`src/rtl/mapper_pkg.sv`:
```
// Shared mapper definitions: A12 filter states, IRQ write-strobe indices and
// the default A12 low-qualification length used by scanline counters.
package mapper_pkg;

   typedef enum logic [1:0] {
      F_HIGH  = 2'd0,
      F_LOW   = 2'd1,
      F_ARMED = 2'd2
   } a12_filt_e;

   localparam int IRQ_LATCH   = 0;
   localparam int IRQ_RELOAD  = 1;
   localparam int IRQ_DISABLE = 2;
   localparam int IRQ_ENABLE  = 3;

   localparam int A12_LOW_CYCLES_DEFAULT = 3;

endpackage

```
`src/rtl/a12_edge_filter.sv`:
```
// Synchronises raw PPU A12 onto M2 and emits a one-cycle clk_evt on a rising
// edge that follows a qualifying run of low samples.
module a12_edge_filter
   import mapper_pkg::*;
#(
   parameter int A12_LOW_CYCLES = A12_LOW_CYCLES_DEFAULT,
   parameter int SYNC_STAGES    = 2
) (
   input  logic m2,
   input  logic rst_n,
   input  logic a12_raw,
   output logic clk_evt
);

   localparam logic [1:0] LOW_MAX = 2'(A12_LOW_CYCLES);

   logic [SYNC_STAGES-1:0] sync_q;
   logic                   a12_s;
   a12_filt_e              state;
   logic [1:0]             low_cnt;

   assign a12_s = sync_q[SYNC_STAGES-1];

   always_ff @(posedge m2 or negedge rst_n) begin
      if (!rst_n) begin
         sync_q  <= '0;
         state   <= F_HIGH;
         low_cnt <= 2'd0;
         clk_evt <= 1'b0;
      end else begin
         sync_q  <= {sync_q[SYNC_STAGES-2:0], a12_raw};
         clk_evt <= 1'b0;
         case (state)
            F_HIGH: begin
               if (!a12_s) begin
                  low_cnt <= 2'd1;
                  state   <= (LOW_MAX <= 2'd1) ? F_ARMED : F_LOW;
               end
            end
            F_LOW: begin
               // A high sample before the low run qualifies discards it silently.
               if (a12_s) begin
                  low_cnt <= 2'd0;
                  state   <= F_HIGH;
               end else begin
                  if (low_cnt != LOW_MAX) low_cnt <= low_cnt + 2'd1;
                  if (low_cnt + 2'd1 >= LOW_MAX) state <= F_ARMED;
               end
            end
            F_ARMED: begin
               if (a12_s) begin
                  low_cnt <= 2'd0;
                  clk_evt <= 1'b1;
                  state   <= F_HIGH;
               end
            end
            default: begin
               low_cnt <= 2'd0;
               state   <= F_HIGH;
            end
         endcase
      end
   end

endmodule

```
`src/rtl/mmc3_scanline_irq.sv`:
```
// MMC3-style scanline IRQ: counts filtered A12 rising edges on M2 and raises
// /IRQ when the counter reaches zero while enabled.
module mmc3_scanline_irq
   import mapper_pkg::*;
#(
   parameter int A12_LOW_CYCLES   = A12_LOW_CYCLES_DEFAULT,
   parameter int SYNC_STAGES      = 2,
   parameter int ZERO_LATCH_FIRES = 1
) (
   input  logic       m2,
   input  logic       rst_n,
   input  logic       ppu_a12,
   input  logic [7:0] cpu_data,
   input  logic       wr_latch,
   input  logic       wr_reload,
   input  logic       wr_disable,
   input  logic       wr_enable,
   output logic       irq_n,
   output logic       irq_pending,
   output logic [7:0] counter
);

   logic       clk_evt;
   logic [3:0] wr;
   logic [7:0] latch;
   logic       reload_flag;
   logic       enabled;
   logic       pending;
   logic       evt_reload;
   logic [7:0] cnt_evt;
   logic       fire;

   a12_edge_filter #(
      .A12_LOW_CYCLES (A12_LOW_CYCLES),
      .SYNC_STAGES    (SYNC_STAGES)
   ) u_filt (
      .m2      (m2),
      .rst_n   (rst_n),
      .a12_raw (ppu_a12),
      .clk_evt (clk_evt)
   );

   always_comb begin
      wr              = '0;
      wr[IRQ_LATCH]   = wr_latch;
      wr[IRQ_RELOAD]  = wr_reload;
      wr[IRQ_DISABLE] = wr_disable;
      wr[IRQ_ENABLE]  = wr_enable;
   end

   // Reload path uses the latch as held this cycle, so a same-cycle latch
   // write only takes effect on the following event.
   always_comb begin
      evt_reload = (counter == 8'd0) || reload_flag;
      cnt_evt    = evt_reload ? latch : counter - 8'd1;
      fire       = clk_evt && (cnt_evt == 8'd0) &&
                   !(evt_reload && (latch == 8'd0) && (ZERO_LATCH_FIRES == 0));
   end

   always_ff @(posedge m2 or negedge rst_n) begin
      if (!rst_n) begin
         latch       <= 8'd0;
         counter     <= 8'd0;
         reload_flag <= 1'b0;
         enabled     <= 1'b0;
         pending     <= 1'b0;
      end else begin
         if (wr[IRQ_RELOAD]) begin
            counter     <= 8'd0;
            reload_flag <= 1'b1;
         end else begin
            if (clk_evt) begin
               counter     <= cnt_evt;
               reload_flag <= 1'b0;
            end
            if (wr[IRQ_LATCH]) latch <= cpu_data;
         end

         if (wr[IRQ_DISABLE]) begin
            enabled <= 1'b0;
            pending <= 1'b0;
         end else begin
            if (wr[IRQ_ENABLE]) enabled <= 1'b1;
            if (fire && !wr[IRQ_RELOAD] && (enabled || wr[IRQ_ENABLE]))
               pending <= 1'b1;
         end
      end
   end

   assign irq_n       = ~pending;
   assign irq_pending = pending;

endmodule

```
`config.mk`:
```
export PLATFORM = sky130hd
export DESIGN_NAME = mmc3_scanline_irq
export DESIGN_NICKNAME = d
export VERILOG_FILES = /design/src/rtl/mapper_pkg.sv /design/src/rtl/a12_edge_filter.sv /design/src/rtl/mmc3_scanline_irq.sv
export SDC_FILE = /design/constraint.sdc
export NUM_CORES = 1
export LEC_CHECK = 0
export BUFFER_PORTS_ARGS = -buffer_cell sky130_fd_sc_hd__buf_2
export CORE_MARGIN = 1.5
export CORE_UTILIZATION = 45
export DETAILED_ROUTE_END_ITERATION = 7
export PLACE_DENSITY = 0.66
export SYNTH_ARGS = -nofsm -noshare
export SYNTH_HDL_FRONTEND = slang
export SYNTH_SLANG_ARGS = --single-unit
```
`constraint.sdc`:
```
create_clock -name m2 -period 5.6 [get_ports m2]
set_input_delay 1.12 -clock m2 [delete_from_list [all_inputs] [get_ports m2]]
set_output_delay 1.12 -clock m2 [all_outputs]
set_load 0.02 [all_outputs]
```
==> results.cfg, run 1 <==
[place]
portBuffers = 24
gp_congestion = 0.793
dpl.hpwl_mm = 2.34

[clock_tree]
ctsResizeCount = 0
holdBufCountCts = 0
htree_levels = 1
cts.clk_slew.worst_paths_ps = 130
postCtsSetupBuffers = 0
clock_sinks = 26
cts_tree = built
clock_path_buffers = 2
numCtsBuffers = 3
clock_latency_ps = 310
cts_root_buf = clkbuf_4

[timing]
fmax_mhz = 437
finClkSkew_ps = 2.87
rsz0062_at_grt = false
final-setup-viol-count = 0
setup_tns_ps = 0
tightestPinTransition_ps = 655
hold_violations = 0
drv_slew = 0
min_period_ps = 2290
fin_crit_sh_pct = 40.8
slew_headroom_pct = 56.2

[synthesis]
syn_nets = 167
async_flop_share_pct = 100
synthTopCellsByArea = dfrtp_1, mux2_2, nor2_1
yosysTopAreaCellShare_pct = 45.1
synth_area_per_cell_um2 = 9.74
synth_edf_count = 0
ys.flop_type = dfrtp_1
yosysTopAreaCell = dfrtp_1
synth_warnings = 0
synth-seq-cells = 26
syn_inst = 148
yosysSeqAreaShare_pct = 45.1
ys_types = 42
netlist_area_mm2 = 0.00144

[layout]
nets = 190
drive_gt1_share_pct = 24.1
multi_input_area_um2 = 729
area_growth_pct = 14.1
seqCellArea_um2 = 651
antenna_cells = 0
nFillCells = 293
layout_common_cells = dfrtp_1, buf_2, nor2_1
layout_commonest_cell = dfrtp_1

[job]
maxCapViolCount = 0

[worst_hold_path]
hp-class = reg -> reg
min_from = u_filt.sync_q[0]$_DFF_PN0_

[detailed_routing]
dr_total_vias = 1136
drt_first_pass_iters = 4
postRouteAntennaNets = 0
drt_wl_total_mm = 2.98
viasPerCell = 5.31
post_drt_wl_per_cell_um = 13.9
drt_iter0_markers = 50
drc_errors = 0

[worst_setup_path]
cp_max_fo = 13
path_buf_inv = 1
arrival_ps = 1170
cpLargestDelayFamily = flip-flops
critPathKind = reg -> out
slowest_stage = dfrtp_1
slowest_delay_ps = 610
rrSetupSlack_ps = 3510
r2r-start = counter[0]$_DFFE_PN0P_
worstPathCellList = buf_2
crit_path_end_kind = output pin
critical_path_required_ps = 4480
crit_start = counter[2]$_DFFE_PN0P_
start_kind = register

[die]
coreArea_mm2 = 0.00305
die_h_um = 59.6
fp-row-count = 20
dieArea_mm2 = 0.00355
fp.dieW_um = 59.6
io_pins = 25
start_util_pct = 47.2

[power]
power_mw = 0.400
powerDensity_mw_per_mm2 = 243
vdd_ir_drop_max_mv = 0.137
leakage_nw = 0.715

[grt]
grt.overflow.total = 0
grt_pass1_wl_mm = 5.08
busiest_layer = met1
grt_use_total_pct = 19.1
grt_start_max_net_pins = 27
grt_use_met1_pct = 29.9
grt_pass1_vias = 1086
met2_usage_pct = 27.8
antenna_found_initial = 0
met3_usage_pct = 1.53

[run_status]
status = finished clean
-- synth_stat cells, drive strengths merged, types with 2 or more instances --
cell type	instances
nand3	3
nand2b	2
nor4	4
o21a	2
o21ai	8
nor3b	2
nand4b	2
dfrtp	26
mux2	8
nor2b	2
mux2i	2
clkbuf	5
o21bai	2
or2	2
ha	4
nand2	13
o211ai	2
a21o	2
a211oi	6
a21oi	9
nor2	14
inv	10
nor3	6
-- worst paths after layout --
check | endpoint | depth (start not counted)
worst max-delay path | counter[2] | 1
worst min-delay path | u_filt.sync_q[1]$_DFF_PN0_ | 0
worst max register to register | irq_pending$_DFFE_PN0P_ | 7
worst min register to register | u_filt.sync_q[1]$_DFF_PN0_ | 0
max in group asynchronous | irq_pending$_DFFE_PN0P_ | 1
min in group asynchronous | counter[6]$_DFFE_PN0P_ | 1
-- state kept, by name, indices dropped and copies added (netlist names) --
name and cells:
enabled 1, u_filt.state 2, latch 8, reload_flag 1, irq_pending 1, u_filt.clk_evt 1
counter 8, u_filt.low_cnt 2, u_filt.sync_q 2
-- metal layers --
metal  up-vias  wire length (um)
li1        576                 -
met1       536              1530
met2        22              1340
met3         2                93
met4         0                17
met5         -                 0
-- per-stage QoR --
step / utilization (%) / cell area (um^2) / instances / hold slack, ps / setup slack, ps
floorplan: - / 1440 / 148 / 331 / 3540
finish: 53.9 / 1650 / 214 / 373 / 3310
CTS: 53.9 / 1650 / 214 / 376 / 3290
global placement: 52.2 / 1590 / 210 / 339 / 3260
detailed placement: 52.2 / 1590 / 210 / 345 / 3210
global route: 53.9 / 1650 / 214 / 385 / 3210
-- report_power, final --
part | switching [mW] | internal (mW) | leakage [nW] | total (mW)
Combinational | 0.0296 | 0.0274 | 0.358 | 0.0570
Clock | 0.0529 | 0.0723 | 0.0279 | 0.125
Sequential | 0.0157 | 0.202 | 0.329 | 0.218
Total | 0.0981 | 0.302 | 0.715 | 0.400
-- logic make-up after synthesis --
group	Yosys count	share of synthesized area, %
mux	10	7.64
simple gates	51	18.6
compound gates	39	19.7
flops	26	45.1
fa+ha+maj	4	3.47
buf+inv	16	4.25
xor+xnor	2	1.22
-- final cells by class --
type | count | area share, %
clock buffers | 3 | 1.37
clock inverters | 1 | 1.83
repair buffers | 24 | 7.30
flip-flops and latches | 26 | 39.5
inverters | 10 | 2.28
well taps | 44 | 3.35
multi-input cells | 106 | 44.3
Note: power is estimated with default switching activity, not from simulation.
==> run 2, diff against run 1 <==
Clock period 5.6 ns to 2.3 ns, I/O delays scaled along.
==> run 2 against run 1 <==
  * Setup slack got worse by 3000 ps
  * Sequential cell count unchanged
  * Clock power rose to 2.5 times the previous value
  * Die area did not move
==> results.cfg, run 2 (synthesis results as in run 1) <==
[run_status]
status = finished clean

[place]
portBuffers = 24
dpl_cell_area_mm2 = 0.00160
pre_cts_slack_ps = 343
dpl.hpwl_mm = 2.26
gp_congestion = 0.904

[grt]
grt_start_max_net_pins = 27
grt_use_met1_pct = 27.7
grt_use_total_pct = 20.3
grt_pass1_wl_mm = 5.42
grt.overflow.total = 0
met2_usage_pct = 32.7
met3_usage_pct = 3.28
grt_pass1_vias = 1135
antenna_found_initial = 0
busiest_layer = met2

[clock_tree]
ctsResizeCount = 0
numCtsBuffers = 3
holdBufCountCts = 0
cts_tree = built
clock_sinks = 26
cts_root_buf = clkbuf_4
postCtsSetupBuffers = 0
clock_path_buffers = 2
cts.clk_slew.worst_paths_ps = 150
htree_levels = 1
clock_latency_ps = 330

[worst_setup_path]
crit_start = counter[0]$_DFFE_PN0P_
cpLargestDelayFamily = flip-flops
cp_max_fo = 8
slowest_delay_ps = 450
slowest_stage = dfrtp_1
r2r-start = counter[0]$_DFFE_PN0P_
start_kind = register
critPathCapture = counter[3]$_DFFE_PN0P_
cp.depth = 7
path_buf_inv = 1
worstPathCellList = inv_1, ha_1, nor3b_2, a21oi_4, mux2_1, a22oi_1, nor2_1
crit_path_end_kind = register
rrSetupSlack_ps = 300
timing.rr.end = counter[3]$_DFFE_PN0P_
critical_path_required_ps = 2520
worstRegToRegCells = 7
critPathKind = reg -> reg
arrival_ps = 2220

[detailed_routing]
viasPerCell = 5.49
drc_errors = 0
drt_first_pass_iters = 4
dr_total_vias = 1181
post_drt_wl_per_cell_um = 14.5
drt_wl_total_mm = 3.12
drt_iter0_markers = 46
postRouteAntennaNets = 0

[power]
powerDensity_mw_per_mm2 = 594
power_mw = 0.982
leakage_nw = 0.720
vdd_ir_drop_max_mv = 0.334

[layout]
drive_gt1_share_pct = 24.6
layout_common_cells = dfrtp_1, buf_2, nor2_1
fin_area_mm2 = 0.00165
nFillCells = 292
largestRegisters = counter: 8 flops, latch: 8 flops
area_growth_pct = 14.7
nets = 191
layout_commonest_cell = dfrtp_1
antenna_cells = 0

[timing]
fmax_mhz = 499
drv_slew = 0
final-setup-viol-count = 0
finClkSkew_ps = 12.6
setup_tns_ps = 0
fin_crit_sh_pct = 87.1
postLayoutSetupSlackWorst_ps = 297
min_period_ps = 2000
hold_violations = 0
tightestPinTransition_ps = 561
slew_headroom_pct = 62.6
rsz0062_at_grt = false

[die]
fp-row-count = 20
coreArea_mm2 = 0.00305
dieArea_mm2 = 0.00355
die_h_um = 59.6
io_pins = 25
fp.dieW_um = 59.6
start_util_pct = 47.2

[job]
maxCapViolCount = 0

[worst_hold_path]
hp-class = in -> async
[run 2: cell types whose count changed in the layout (fill, tap and decap cells not counted), sizes merged]
cell / change
buf: +1
[run 2: how the worst min path moves through the flow]
stage	to	cells past startpoint
after CTS	latch[6]$_DFFE_PN0P_	1
after detailed placement	u_filt.sync_q[1]$_DFF_PN0_	0
after floorplan	counter[0]$_DFFE_PN0P_	0
after global routing	latch[3]$_DFFE_PN0P_	1
after global placement	u_filt.sync_q[1]$_DFF_PN0_	0
final	counter[0]$_DFFE_PN0P_	1
[run 2: layout make-up]
type                            count  area (um^2)  share of cell area, %
Clock buffer                        3         22.5                   1.36
Clock inverter                      1         30.0                   1.82
Inverter                           10         37.5                   2.27
Multi-Input combinational cell    106          729                   44.1
Sequential cell                    26          651                   39.4
Tap cell                           44         55.1                   3.33
Timing Repair Buffer               25          128                   7.72
[run 2: layer usage]
layer / part of all wire, % / wire length [um]
met1: 48 / 1510
met2: 47 / 1470
met3: 4.0 / 125
met4: 0.51 / 16
met5: 0 / 0
[run 2: where the power goes]
group / internal, mW / switching (mW) / total [mW]
Clock: 0.176 / 0.139 / 0.315
Sequential: 0.492 / 0.0375 / 0.529
Combinational: 0.0671 / 0.0709 / 0.138
Total: 0.735 / 0.247 / 0.982
[run 2: metrics by stage]
step                      utilization [%]  std cells  hold slack, ps
after floorplan                         -        148             164
after global placement               52.4        211             337
after detailed placement             52.4        211             341
after CTS                            54.1        215             119
after global routing                 54.1        215             131
final                                54.1        215            96.8
